==> config.mk <==
export PLATFORM = sky130hd
export DESIGN_NAME = code_lock_param
export DESIGN_NICKNAME = d
export VERILOG_FILES = /design/src/rtl/code_lock_pkg.sv /design/src/rtl/lock_timer.sv /design/src/rtl/code_lock_param.sv
export SDC_FILE = /design/constraint.sdc
export NUM_CORES = 1
export LEC_CHECK = 0
export ABC_AREA = 1
export CORE_MARGIN = 3
export CORE_UTILIZATION = 59
export CTS_CLUSTER_DIAMETER = 40
export DETAILED_ROUTE_END_ITERATION = 7
export MAX_ROUTING_LAYER = met4
export PLACE_DENSITY_LB_ADDON = 0.1
export SLEW_MARGIN = 20
export SYNTH_ARGS = -nofsm -noshare
export SYNTH_HDL_FRONTEND = slang
export SYNTH_SLANG_ARGS = --single-unit
==> constraint.sdc <==
create_clock -name clk -period 2.37 [get_ports clk]
set_clock_uncertainty 0.2 [all_clocks]
set_input_delay 0.237 -clock clk [delete_from_list [all_inputs] [get_ports clk]]
set_output_delay 0.237 -clock clk [all_outputs]
set_load 0.005 [all_outputs]
==> src/rtl/code_lock_pkg.sv <==
// Shared types and default constants for the parameterised code lock.
package code_lock_pkg;

   typedef enum logic [1:0] {
      LOCKED  = 2'd0,
      OPEN    = 2'd1,
      PROG    = 2'd2,
      LOCKOUT = 2'd3
   } state_t;

   localparam int           DEF_SYM_W       = 4;
   localparam int           DEF_CODE_LEN    = 4;
   localparam logic [15:0]  DEF_CODE        = 16'h1101;
   localparam int           DEF_MAX_FAIL    = 3;
   localparam int           DEF_OPEN_CYC    = 8;
   localparam int           DEF_LOCKOUT_CYC = 16;
   localparam int           DEF_ENTRY_TO    = 32;

   function automatic int max3(input int a, input int b, input int c);
      int m;
      m = (a > b) ? a : b;
      return (m > c) ? m : c;
   endfunction

endpackage

==> src/rtl/lock_timer.sv <==
// Loadable down-counter that stops at zero; done is high while the count is zero.
module lock_timer #(
   parameter int W = 5
) (
   input  logic         clk,
   input  logic         rst,
   input  logic         load,
   input  logic [W-1:0] load_val,
   input  logic         dec,
   output logic         done
);

   logic [W-1:0] count_reg;

   always_ff @(posedge clk or posedge rst) begin
      if (rst) begin
         count_reg <= '0;
      end else if (load) begin
         count_reg <= load_val;
      end else if (dec && (count_reg != '0)) begin
         count_reg <= count_reg - W'(1);
      end
   end

   assign done = (count_reg == '0);

endmodule

==> src/rtl/code_lock_param.sv <==
// Keypad code lock with lockout after repeated failures and in-place reprogramming.
module code_lock_param
   import code_lock_pkg::*;
#(
   parameter int SYM_W       = DEF_SYM_W,
   parameter int CODE_LEN    = DEF_CODE_LEN,
   parameter logic [SYM_W*CODE_LEN-1:0] DEFAULT_CODE = DEF_CODE,
   parameter int MAX_FAIL    = DEF_MAX_FAIL,
   parameter int OPEN_CYC    = DEF_OPEN_CYC,
   parameter int LOCKOUT_CYC = DEF_LOCKOUT_CYC,
   parameter int ENTRY_TO    = DEF_ENTRY_TO
) (
   input  logic                          clk,
   input  logic                          rst,
   input  logic                          key_valid,
   input  logic [SYM_W-1:0]              key_sym,
   input  logic                          key_clr,
   input  logic                          prog_en,
   output logic                          unlocked,
   output logic                          alarm,
   output logic                          prog_done,
   output logic [$clog2(MAX_FAIL+1)-1:0] fail_cnt
);

   localparam int FW    = $clog2(MAX_FAIL+1);
   localparam int IDX_W = (CODE_LEN > 1) ? $clog2(CODE_LEN) : 1;
   localparam int TW    = $clog2(max3(OPEN_CYC, LOCKOUT_CYC, ENTRY_TO) + 1);
   localparam int CW    = SYM_W*CODE_LEN;

   localparam logic [IDX_W-1:0] LAST_IDX = IDX_W'(CODE_LEN-1);
   localparam logic [FW-1:0]    FAIL_MAX = FW'(MAX_FAIL);
   // Timers are loaded with N-1 so that the state lasts exactly N cycles.
   localparam logic [TW-1:0]    OPEN_V   = TW'(OPEN_CYC-1);
   localparam logic [TW-1:0]    LOCK_V   = TW'(LOCKOUT_CYC-1);
   localparam logic [TW-1:0]    ENTRY_V  = TW'(ENTRY_TO-1);

   state_t              state_reg;
   logic [IDX_W-1:0]    idx_reg;
   logic                match_reg;
   logic [CW-1:0]       code_reg;
   logic [CW-1:0]       shadow_reg;
   logic [CW-1:0]       shadow_next;
   logic [CODE_LEN-1:0] sym_match;
   logic                sym_hit;
   logic                is_last;
   logic                code_ok;
   logic [FW-1:0]       fail_sat;
   logic                tmr_load;
   logic                tmr_dec;
   logic [TW-1:0]       tmr_val;
   logic                tmr_done;

   for (genvar gi = 0; gi < CODE_LEN; gi++) begin : g_sym
      assign sym_match[gi] = (code_reg[gi*SYM_W +: SYM_W] == key_sym);
      assign shadow_next[gi*SYM_W +: SYM_W] =
         (idx_reg == IDX_W'(gi)) ? key_sym : shadow_reg[gi*SYM_W +: SYM_W];
   end

   assign sym_hit  = sym_match[idx_reg];
   assign is_last  = (idx_reg == LAST_IDX);
   assign code_ok  = match_reg && sym_hit;
   assign fail_sat = (fail_cnt == FAIL_MAX) ? fail_cnt : fail_cnt + FW'(1);

   always_comb begin
      tmr_load = 1'b0;
      tmr_val  = '0;
      tmr_dec  = 1'b1;
      case (state_reg)
         LOCKED: begin
            if (!key_clr && key_valid) begin
               tmr_load = 1'b1;
               if (is_last && code_ok)
                  tmr_val = OPEN_V;
               else if (is_last && (fail_sat == FAIL_MAX))
                  tmr_val = LOCK_V;
               else
                  tmr_val = ENTRY_V;
            end
         end
         PROG: begin
            if (prog_en && !key_clr && key_valid) begin
               tmr_load = 1'b1;
               tmr_val  = ENTRY_V;
            end
         end
         default: ;
      endcase
   end

   lock_timer #(.W(TW)) u_timer (
      .clk      (clk),
      .rst      (rst),
      .load     (tmr_load),
      .load_val (tmr_val),
      .dec      (tmr_dec),
      .done     (tmr_done)
   );

   always_ff @(posedge clk or posedge rst) begin
      if (rst) begin
         state_reg  <= LOCKED;
         idx_reg    <= '0;
         match_reg  <= 1'b1;
         code_reg   <= DEFAULT_CODE;
         shadow_reg <= '0;
         fail_cnt   <= '0;
         unlocked   <= 1'b0;
         alarm      <= 1'b0;
         prog_done  <= 1'b0;
      end else begin
         prog_done <= 1'b0;
         case (state_reg)
            LOCKED: begin
               if (key_clr) begin
                  idx_reg   <= '0;
                  match_reg <= 1'b1;
               end else if (key_valid) begin
                  if (is_last) begin
                     idx_reg   <= '0;
                     match_reg <= 1'b1;
                     if (code_ok) begin
                        state_reg <= OPEN;
                        unlocked  <= 1'b1;
                        fail_cnt  <= '0;
                     end else begin
                        fail_cnt <= fail_sat;
                        if (fail_sat == FAIL_MAX) begin
                           state_reg <= LOCKOUT;
                           alarm     <= 1'b1;
                        end
                     end
                  end else begin
                     idx_reg   <= idx_reg + IDX_W'(1);
                     match_reg <= code_ok;
                  end
               end else if ((idx_reg != '0) && tmr_done) begin
                  idx_reg   <= '0;
                  match_reg <= 1'b1;
               end
            end
            OPEN: begin
               if (prog_en) begin
                  state_reg <= PROG;
                  idx_reg   <= '0;
               end else if (tmr_done) begin
                  state_reg <= LOCKED;
                  unlocked  <= 1'b0;
               end
            end
            PROG: begin
               // Dropping prog_en or timing out leaves the stored code untouched.
               if (!prog_en || ((idx_reg != '0) && !key_valid && !key_clr && tmr_done)) begin
                  state_reg <= LOCKED;
                  unlocked  <= 1'b0;
                  idx_reg   <= '0;
               end else if (key_clr) begin
                  idx_reg <= '0;
               end else if (key_valid) begin
                  shadow_reg <= shadow_next;
                  if (is_last) begin
                     code_reg  <= shadow_next;
                     prog_done <= 1'b1;
                     state_reg <= LOCKED;
                     unlocked  <= 1'b0;
                     idx_reg   <= '0;
                  end else begin
                     idx_reg <= idx_reg + IDX_W'(1);
                  end
               end
            end
            LOCKOUT: begin
               if (tmr_done) begin
                  state_reg <= LOCKED;
                  alarm     <= 1'b0;
                  fail_cnt  <= '0;
               end
            end
            default: state_reg <= LOCKED;
         endcase
      end
   end

endmodule

# After elaboration in Yosys (flattened, before gate mapping)
# Index checks and enable logic that the tools add are counted.
[op_classes]
eq_ne = 28
n_lt_le_gt_ge = 1
bitwise_logic = 2
reduce_logical = 31
muxes = 70
addsub = 3
[ops]
columns = ["cell", "count"]
rows = [
  ["2-to-1 mux 2 bit", 25],
  ["2-to-1 mux 1 bit", 27],
  ["2-to-1 mux 5 bit", 4],
  ["!= test 2 bit (second input constant)", 10],
  ["== test 4 bit", 4],
  ["2-to-1 mux 4 bit", 4],
  ["AND reduction 7 bit", 2],
  ["== test 2 bit (second input constant)", 6],
  ["2-to-1 mux 6 bit", 2],
  ["!= test 3 bit (second input constant)", 4],
  ["logical AND 1 bit", 10],
  ["case mux 5 bit (2 select lines)", 1],
  ["AND reduction 10 bit", 1],
  ["AND reduction 5 bit", 2],
  ["!= test 4 bit (second input constant)", 2],
  ["case mux 2 bit (4 select lines)", 1],
  ["AND reduction 4 bit", 2],
  ["zero test 6 bit", 1],
  ["case mux 2 bit (3 select lines)", 1],
  ["nonzero test 2 bit", 3],
  ["nonzero test 3 bit", 2],
  ["nonzero test 6 bit", 1],
  ["subtractor 6 x 1 -> 6 bit (second input constant)", 1],
  ["adder 2 x 1 -> 2 bit (second input constant)", 2],
  ["11 further kinds", 17],
]
[totals]
register_bits = 48
wordCells = 145

# Depth between registers and ports, before layout
# Gate-level depths: netlist (run 1).
[depth]
depth_word = 9
mapped_depth = 12
ltp_nobuf = 11

# Cells and area by module
# From an unflattened synthesis (run 1), not the netlist that was laid out.
[hier_totals]
hier_cells = 371
hier_area_um2 = 2773.9
[by_module_without_submodules]
columns = ["module", "area_per_inst_um2", "cells_per_inst", "instances"]
rows = [
  ["code_lock_param", 2319.7, 315, 1],
  ["lock_timer", 454.2, 56, 1],
]

# Worst setup path before layout (run 1)
# Ideal clock, no wire load.
[synth_timing]
kind = "register -> register"
from = "register state_reg[0]"
to = "register unlocked"
synth_period_minus_slack_ns = 1.800
path_buffers = 1
setup_time_ns = 0.116
arrival_ns = 1.483
required_ns = 2.054
slack_ns = 0.570
stages_incl_launch_ff = 12
path_cell_list = "dfrtp_1 -> inv_1 -> ha_1 -> buf_6 -> inv_1 -> nor2_1 -> o21ai_0 -> nand4_1 -> nor2_1 -> nand2_1 -> nand2_1 -> nand2_1"
[synth_between]
elab_chain_len = 3
[synth_rtl]
columns = ["element", "line", "text"]
rows = [
  ["start: declaration", "code_lock_param.sv:37", "state_t state_reg;"],
  ["start signal: assignment", "code_lock_param.sv:101", "state_reg <= LOCKED;"],
  ["start signal: assignment", "code_lock_param.sv:122", "state_reg <= OPEN;"],
  ["start signal: assignment", "code_lock_param.sv:128", "state_reg <= LOCKOUT;"],
  ["== test 2 bit (tied with other cells)", "code_lock_param.sv:112", "case (state_reg)"],
  ["!= test 3 bit (no line) (tied with other cells)", "-", ""],
  ["AND reduction 10 bit (no line)", "-", ""],
  ["end signal: assignment", "code_lock_param.sv:107", "unlocked <= 1'b0;"],
  ["end signal: assignment", "code_lock_param.sv:123", "unlocked <= 1'b1;"],
  ["end signal: assignment", "code_lock_param.sv:147", "unlocked <= 1'b0;"],
  ["end: declaration", "code_lock_param.sv:19", "output logic unlocked,"],
]
# Parallel ways exist; a longest one is shown, timed or not.
# A chain may end at the register's enable or synchronous reset.

# Worst setup path after layout (run 1)
[layout_timing]
from = "register idx_reg[0]"
to = "register state_reg[1]"
[layout_between]
elab_chain_len = 8
[layout_rtl]
columns = ["element", "line", "text"]
rows = [
  ["start: declaration", "code_lock_param.sv:38", "logic [IDX_W-1:0] idx_reg;"],
  ["start signal: assignment", "code_lock_param.sv:133", "idx_reg <= idx_reg + IDX_W'(1);"],
  ["start signal: assignment", "code_lock_param.sv:167", "idx_reg <= idx_reg + IDX_W'(1);"],
  ["binary-select mux 1 bit (select 2 bit)", "code_lock_param.sv:59", "assign sym_hit = sym_match[idx_reg];"],
  ["2-to-1 mux 1 bit (implied by the code)", "code_lock_param.sv:59", ""],
  ["logical AND 1 bit", "code_lock_param.sv:61", "assign code_ok = match_reg && sym_hit;"],
  ["2-to-1 mux 2 bit", "code_lock_param.sv:121", "if (code_ok) begin"],
  ["2-to-1 mux 2 bit", "code_lock_param.sv:118", "if (is_last) begin"],
  ["2-to-1 mux 2 bit", "code_lock_param.sv:117", "end else if (key_valid) begin"],
  ["2-to-1 mux 2 bit", "code_lock_param.sv:114", "if (key_clr) begin"],
  ["case mux 2 bit (4 select lines)", "code_lock_param.sv:112", ""],
  ["end signal: assignment", "code_lock_param.sv:122", ""],
  ["end signal: assignment", "code_lock_param.sv:128", ""],
  ["end signal: assignment", "code_lock_param.sv:143", "state_reg <= PROG;"],
]
# Parallel ways exist; a longest one is shown, timed or not. The select of a mux whose other input is x is not followed.

==> results of run 1 <==
-- Yosys cell counts, types with 4 or more instances --
cell type	n	area, µm²
buf_4	5	37.5
xnor2_1	4	35.0
o21ai_1	5	25.0
dfstp_2	4	105
a21oi_1	11	55.1
inv_2	8	30.0
inv_1	44	165
ha_1	10	125
nand4_1	5	31.3
nand2_1	105	394
o21ai_0	41	205
nor2_1	23	86.3
dfrtp_1	40	1000
nand3_1	11	55.1
-- logic make-up (layout without fill, tap and decap cells) --
group                    after synthesis  in the layout  share of synthesized area
AO/OA/AOI/OAI                         64             64                      0.129
AND/OR/NAND/NOR                      158            158                      0.272
adder cells (fa/ha/maj)               10             10                     0.0480
flip-flops                            44             44                      0.424
XOR/XNOR                               6              6                     0.0201
buffers and inverters                 63             82                      0.107
-- per-stage QoR --
| stage | utilization | worst slack, ps | instance area, µm² | hold WS (ps) |
|---|---|---|---|---|
| 2_1_floorplan | - | 570 | 2610 | 223 |
| 3_3_place_gp | 0.672 | 262 | 2790 | 261 |
| 3_5_place_dp | 0.672 | 232 | 2790 | 264 |
| 4_1_cts | 0.695 | 392 | 2880 | 56.2 |
| 5_1_grt | 0.695 | 186 | 2880 | 85.9 |
| 6_report | 0.695 | 380 | 2880 | 48.8 |
-- worst register-to-register path, cell delays in order (launching register included) --
cell and delay (ps):
dfrtp_1 430, inv_1 150, ha_1 310, buf_4 190, nor2_2 90, nand2_1 90, nand3_2 70, nand3_1 80
inv_1 90, nand2_1 70, nand2_1 60, nand2_1 60
-- layer usage --
layer | vias to the layer above | global-route usage
li1 | 1120 | -
met1 | 976 | 0.353
met2 | 35 | 0.337
met3 | 5 | 0.0416
met4 | 0 | 0.0512
met5 | - | -
-- placed cells by master, fill, tap and decap left out, types with 3 or more instances in the layout --
cell and instances:
buf_4 9, clkbuf_8 6, nor2_2 3, inv_2 9, o211ai_1 3, a21oi_1 11, nand3_2 3, inv_1 43
nand4_1 5, nand2_1 105, dfstp_2 4, nand3_1 11, dfrtp_1 40, o21ai_0 41, o21ai_1 5, xnor2_1 4
ha_1 10, nor2_1 23, clkdlybuf4s50_1 13
-- layout make-up --
type	count	area [µm²]	share of cell area
Clock buffer	7	86.3	0.0300
Multi-Input combinational cell	238	1220	0.425
Clock inverter	1	7.51	0.00261
Sequential cell	44	1110	0.384
Timing Repair Buffer	22	198	0.0687
Inverter	52	195	0.0678
Tap cell	50	62.6	0.0217
-- worst max path at each step --
| stage | cells past startpoint | end | slack, ps | startpoint |
|---|---|---|---|---|
| finish | 11 | state_reg[1] | 380 | idx_reg[0] |
| global route | 11 | unlocked | 190 | state_reg[1] |
| CTS | 11 | state_reg[1] | 390 | idx_reg[0] |
| detailed placement | 12 | state_reg[1] | 230 | key_sym[2] |
| global placement | 12 | state_reg[1] | 260 | key_sym[1] |
| floorplan | 11 | unlocked | 570 | state_reg[0] |
-- power by group through the flow --
stage / Combinational (mW) / Sequential [mW] / Clock, mW
after detailed placement: 1.28 / 1.18 / 0
after CTS: 1.29 / 1.17 / 0.501
after floorplan: 0.964 / 1.15 / 0
after global routing: 1.50 / 1.21 / 0.535
after global placement: 1.26 / 1.18 / 0
final: 1.29 / 1.18 / 0.488
==> flow_summary.rst, run 1 <==
.. list-table::
   :header-rows: 1

   * - Metric
     - Value
   * - Fraction of final layout cells sized beyond drive strength 1
     - 0.113
   * - DP HPWL
     - 4050 µm
   * - Vias per Instance
     - 5.16
   * - Final standard cell count with taps included and fillers excluded
     - 414
   * - Highest routing layer actually used
     - met4
   * - Clock net sink count
     - 44
   * - Met1 Wirelength
     - 2840 µm
   * - Number of enable flip-flop cells after synthesis
     - 0
   * - Async set-reset flop share out of synthesis
     - 1.00
   * - Number of core rows
     - 23
   * - Data arrival time of the critical path
     - 1970 ps
   * - Grt ovf
     - 0
   * - Width of the die
     - 72.5 µm
   * - Critical R2R Launch
     - idx_reg[0]
   * - Crit path top cell by count
     - nand2_1
   * - Initial antenna violation count
     - 0
   * - Most frequently used flop master after synthesis
     - dfrtp_1
   * - Crit path buf inv count
     - 3
   * - Warning count from the yosys run
     - 0
   * - Accumulated negative setup slack
     - 0 ps
   * - Clock period minus worst slack
     - 1990 ps
   * - Net total in the final layout
     - 382
   * - Maximum resistive drop on vdd
     - 0.000656 V
   * - Via count of the first global-routing pass
     - 1997
   * - Die Ht
     - 72.5 µm
   * - Leakage
     - 1.45 nW
   * - Number of fill cells
     - 345
   * - Run status
     - complete, no violations
   * - Highest clock rate
     - 503 MHz
   * - Cell count after placement
     - 406
   * - Wire length on met2
     - 2380 µm
   * - Largest net degree at the start of global routing
     - 25
   * - Number of buffers between clock root and the deepest sink
     - 2
   * - Crit Path Max Fanout
     - 6
   * - Post-CTS repair timing setup buffer count
     - 0
   * - Share of total power consumed by net switching
     - 0.404
   * - Routability congestion estimate from global placement
     - 0.886
   * - First-pass GRT wire length
     - 9450 µm
   * - Buffers added on ports
     - 13
   * - Cell Int Power
     - 1.76 mW
   * - Netlist area before placement
     - 2610 µm²
   * - Pin slew with the least headroom to its limit
     - 421 ps
   * - List of cells traversed by the critical path
     - inv_1 > ha_1 > buf_4 > nor2_2 > nand2_1 > nand3_2 > nand3_1 > inv_1 > nand2_1 > nand2_1 > nand2_1
   * - Headroom to the max-slew limit
     - 0.716
   * - Maximum Capacitance Violations
     - 0
   * - Routed length per instance
     - 13.1 µm
   * - Quantity of hold-fixing buffers added after cts
     - 0
   * - Number of antenna repair diodes
     - 0
   * - Final Hold Vio Count
     - 0
   * - Clock tree root driver cell
     - clkbuf_8
   * - Internal reg-to-reg setup slack
     - 380 ps
   * - Post-synthesis register bit count
     - 44
   * - Number of top-level pins
     - 14
   * - Overall Power
     - 2.95 mW
   * - Longest individual stage delay on the worst path
     - 430 ps
   * - Total number of vias
     - 2136
   * - Mapped Nets
     - 364
   * - Switching power
     - 1.19 mW
   * - CTS H-tree depth
     - 2
   * - Gates resized, CTS repair
     - 0
   * - Placeable core region
     - 4140 µm²
   * - Worst path required time
     - 2350 ps
   * - Number of flip-flops in the largest register
     - 16
   * - TritonCTS clock tree
     - done
   * - Die Outline Area
     - 5260 µm²
   * - Final period util
     - 0.840
   * - Relative contribution of combinational cells to total power
     - 0.436
   * - Share of the yosys chip area belonging to registers
     - 0.424
   * - Number of distinct library cell variants in the gate-level netlist after synthesis
     - 31
   * - Crit start category
     - flip-flop
   * - Post-route DRC violation count
     - 0
   * - Clk network pwr share
     - 0.165
   * - Unrepaired setup endpoints after global routing
     - false
   * - Post-synthesis to final-layout area growth
     - 10.4%
   * - Worst-skew pair later-pin latency
     - 290 ps
   * - Wire length on met3
     - 146 µm
   * - Type of the setup path with the least slack
     - flip-flop to flip-flop
   * - Sequential group share of total power
     - 0.398
   * - Hold WC Path Type
     - input port to asynchronous set/reset pin
   * - Initial Util
     - 0.630
   * - Antenna viol nets, final
     - 0
   * - Fin. max-slew vios
     - 0
   * - Average cell area after synthesis
     - 7.56 µm²
   * - Final setup vio count
     - 0
   * - First-pass iteration count of the detailed router
     - 4
   * - All-Layer GR Usage
     - 0.236
   * - Critical Path End Type
     - flip-flop
   * - Worst-case reg-to-reg path depth
     - 11
   * - Pwr Density
     - 1030 nW/µm²
   * - Post-Synthesis Cells
     - 345
   * - Number of clock buffers inserted by TritonCTS
     - 5
   * - Reg clk slew, reported paths
     - 80 ps
   * - Count of routing violations after the opening detailed-route iteration
     - 101
   * - Reg2Reg Capture Point
     - state_reg[1]
   * - CP max stage cell
     - dfrtp_1
   * - Critical path's top delay family
     - simple AND/OR/NAND/NOR gates
   * - Routed wire length
     - 5410 µm
Note: power is estimated with default switching activity, not from simulation.
==> run 2: changes to the inputs <==
- clock period: 2.37 -> 1.98 ns (I/O delays scaled with it)
==> run 2 against run 1 <==
Effect of this change: hold slack improved by 5.0 ps; core utilization rose by 4.6 points; critical endpoint is now unlocked; maximum frequency rose by 8.2%; highest routed layer unchanged.
==> flow_summary.rst, run 2 (synthesis gave the netlist of run 1 again) <==
.. list-table::
   :header-rows: 1

   * - Metric
     - Value
   * - Maximum Capacitance Violations
     - 0 (unchanged)
   * - Buffers added on ports
     - 13 (unchanged)
   * - Width of the die
     - 72.5 µm (unchanged)
   * - Worst-case reg-to-reg path depth
     - 10 (was 11)
   * - Worst-skew pair later-pin latency
     - 300 ps (was 290 ps)
   * - Post-route worst hold slack
     - 53.8 ps (was 48.8 ps)
   * - Crit Path Max Fanout
     - 4 (was 6)
   * - Clock net sink count
     - 44 (unchanged)
   * - First-pass iteration count of the detailed router
     - 5 (was 4)
   * - Net total in the final layout
     - 400 (was 382)
   * - Crit start category
     - flip-flop (unchanged)
   * - Count of routing violations after the opening detailed-route iteration
     - 137 (was 101)
   * - Placeable core region
     - 4140 µm² (unchanged)
   * - List of cells traversed by the critical path
     - inv_1 > ha_1 > inv_1 > nor2_1 > o21ai_1 > nand4_1 > nor2_1 > nand2_1 > nand2_1 > nand2_1 (was inv_1 > ha_1 > buf_4 > nor2_2 > nand2_1 > nand3_2 > nand3_1 > inv_1 > nand2_1 > nand2_1 > nand2_1)
   * - Number of flip-flops in the largest register
     - 16 (unchanged)
   * - DP HPWL
     - 4150 µm (was 4050 µm)
   * - Cell Int Power
     - 2.35 mW (was 1.76 mW)
   * - Reg clk slew, reported paths
     - 80 ps (about the same)
   * - CP max stage cell
     - dfrtp_1 (unchanged)
   * - Leakage
     - 1.56 nW (was 1.45 nW)
   * - Most common cell after layout, fill and taps aside
     - nand2_1 (unchanged)
   * - Crit path top cell by count
     - nand2_1 (unchanged)
   * - All-Layer GR Usage
     - 0.245 (was 0.236)
   * - Switching power
     - 1.49 mW (was 1.19 mW)
   * - Initial Util
     - 0.630 (unchanged)
   * - Reg2Reg Capture Point
     - unlocked (was state_reg[1])
   * - Initial antenna violation count
     - 0 (unchanged)
   * - Clk network pwr share
     - 0.195 (was 0.165)
   * - Pwr Density
     - 1250 nW/µm² (was 1030 nW/µm²)
   * - Critical Path End Type
     - flip-flop (unchanged)
   * - Final Hold Vio Count
     - 0 (unchanged)
   * - Clock tree root driver cell
     - clkbuf_8 (unchanged)
   * - Fraction of final layout cells sized beyond drive strength 1
     - 0.168 (was 0.113)
   * - Number of top-level pins
     - 14 (unchanged)
   * - Run status
     - complete, no violations (unchanged)
   * - CTS H-tree depth
     - 2 (unchanged)
   * - First-pass GRT wire length
     - 9830 µm (was 9450 µm)
   * - Number of core rows
     - 23 (unchanged)
   * - Die Ht
     - 72.5 µm (unchanged)
   * - TritonCTS clock tree
     - done (unchanged)
   * - Total number of vias
     - 2274 (was 2136)
   * - Final setup vio count
     - 0 (unchanged)
   * - Via count of the first global-routing pass
     - 2200 (was 1997)
   * - Vias per Instance
     - 5.26 (was 5.16)
   * - Antenna viol nets, final
     - 0 (unchanged)
   * - Post-route DRC violation count
     - 0 (unchanged)
   * - Hold WC Path Type
     - input port to asynchronous set/reset pin (unchanged)
   * - Worst path required time
     - 1970 ps (was 2350 ps)
   * - Critical path's top delay family
     - simple AND/OR/NAND/NOR gates (unchanged)
   * - Maximum resistive drop on vdd
     - 0.000799 V (was 0.000656 V)
   * - Headroom to the max-slew limit
     - 0.775 (was 0.716)
   * - Die Outline Area
     - 5260 µm² (unchanged)
   * - Cell count after placement
     - 420 (was 406)
   * - Internal reg-to-reg setup slack
     - 140 ps (was 380 ps)
   * - Final period util
     - 0.929 (was 0.840)
   * - Number of fill cells
     - 337 (was 345)
   * - Routed wire length
     - 5650 µm (was 5410 µm)
   * - Largest net degree at the start of global routing
     - 26 (was 25)
   * - Number of clock buffers inserted by TritonCTS
     - 5 (unchanged)
   * - Data arrival time of the critical path
     - 1830 ps (was 1970 ps)
   * - Relative contribution of combinational cells to total power
     - 0.442 (was 0.436)
   * - Type of the setup path with the least slack
     - flip-flop to flip-flop (unchanged)
   * - Share of total power consumed by net switching
     - 0.389 (was 0.404)
   * - Longest individual stage delay on the worst path
     - 420 ps (was 430 ps)
   * - Routed length per instance
     - 13.1 µm (about the same)
   * - Number of buffers between clock root and the deepest sink
     - 2 (unchanged)
   * - Critical R2R Launch
     - state_reg[1] (was idx_reg[0])
   * - Routability congestion estimate from global placement
     - 0.948 (was 0.886)
   * - Clock period minus worst slack
     - 1840 ps (was 1990 ps)
   * - Fin. max-slew vios
     - 0 (unchanged)
   * - Pin slew with the least headroom to its limit
     - 336 ps (was 421 ps)
   * - Grt ovf
     - 0 (unchanged)
   * - Crit path buf inv count
     - 2 (was 3)
   * - Post-synthesis to final-layout area growth
     - 17.6% (was 10.4%)
   * - Sequential group share of total power
     - 0.363 (was 0.398)
   * - Number of antenna repair diodes
     - 0 (unchanged)
   * - Highest clock rate
     - 544 MHz (was 503 MHz)
   * - Final standard cell count with taps included and fillers excluded
     - 432 (was 414)
   * - Commonest non-fill, non-tap cells in the layout
     - 105 x nand2_1, 42 x inv_1, 39 x dfrtp_1, 38 x o21ai_0, 26 x buf_4 (was 105 x nand2_1, 43 x inv_1, 41 x o21ai_0, 40 x dfrtp_1, 23 x nor2_1)
run 2: cell types whose count changed in the layout (fill, tap and decap cells not counted), sizes merged:
cell	change
buf	+18
bufinv	+1
clkinvlp	-1
run 2: worst min-delay path: stages:
cell             delay, ps
clkdlybuf4s50_1        410
inv_2                   60
buf_4                  260
run 2: per-stage QoR:
step                      power, mW  setup TNS, ps  cell area [µm²]  setup WS, ps  utilization
after floorplan                2.53              0             2610           180            -
after global placement         2.98              0             2900          15.0        0.700
after detailed placement       3.03           -163             2900         -73.2        0.700
after CTS                      3.80              0             3030          50.0        0.731
after global routing           4.17          -23.8             3070         -23.8        0.741
final                          3.84              0             3070           141        0.741
run 2: final cells by class:
type / instances / area, µm² / area share
inverters: 52 / 195 / 0.0636
clock buffers: 7 / 96.3 / 0.0314
clock inverters: 1 / 30.0 / 0.00978
repair buffers: 40 / 345 / 0.113
flip-flops and latches: 44 / 1110 / 0.361
well taps: 50 / 62.6 / 0.0204
multi-input cells: 238 / 1230 / 0.402
run 2: power groups by stage:
stage                     sequential (mW)  combinational (mW)  clock, mW
after floorplan                      1.37                1.15          0
after global placement               1.40                1.58          0
after detailed placement             1.41                1.62          0
after CTS                            1.40                1.63      0.769
after global routing                 1.43                1.94      0.797
final                                1.40                1.70      0.749
run 2: timing repair:
| action | 4_1_cts | 5_1_grt |
|---|---|---|
| setup endpoints to repair | 0 | 7 |
| resized for setup | 0 | 7 |
| hold buffers | 0 | 0 |
| setup buffers | 0 | 4 |
run 2: worst max path at each step:
| stage | from | to | slack, ps | cells past startpoint |
|---|---|---|---|---|
| floorplan | state_reg[0] | unlocked | 180 | 11 |
| global placement | key_sym[1] | state_reg[1] | 10 | 12 |
| detailed placement | key_sym[1] | state_reg[1] | -70 | 12 |
| CTS | u_timer.count_reg[0] | idx_reg[0] | 50 | 8 |
| global route | state_reg[1] | u_timer.count_reg[5] | -20 | 11 |
| finish | state_reg[1] | unlocked | 140 | 10 |
run 2: layer usage:
metal  track usage  up-vias  routed length [µm]
met5             -        -                   0
met4        0.0553        0                  63
met3        0.0526        7                 311
met2         0.372       50                2600
met1         0.340     1061                2680
li1              -     1156                   -
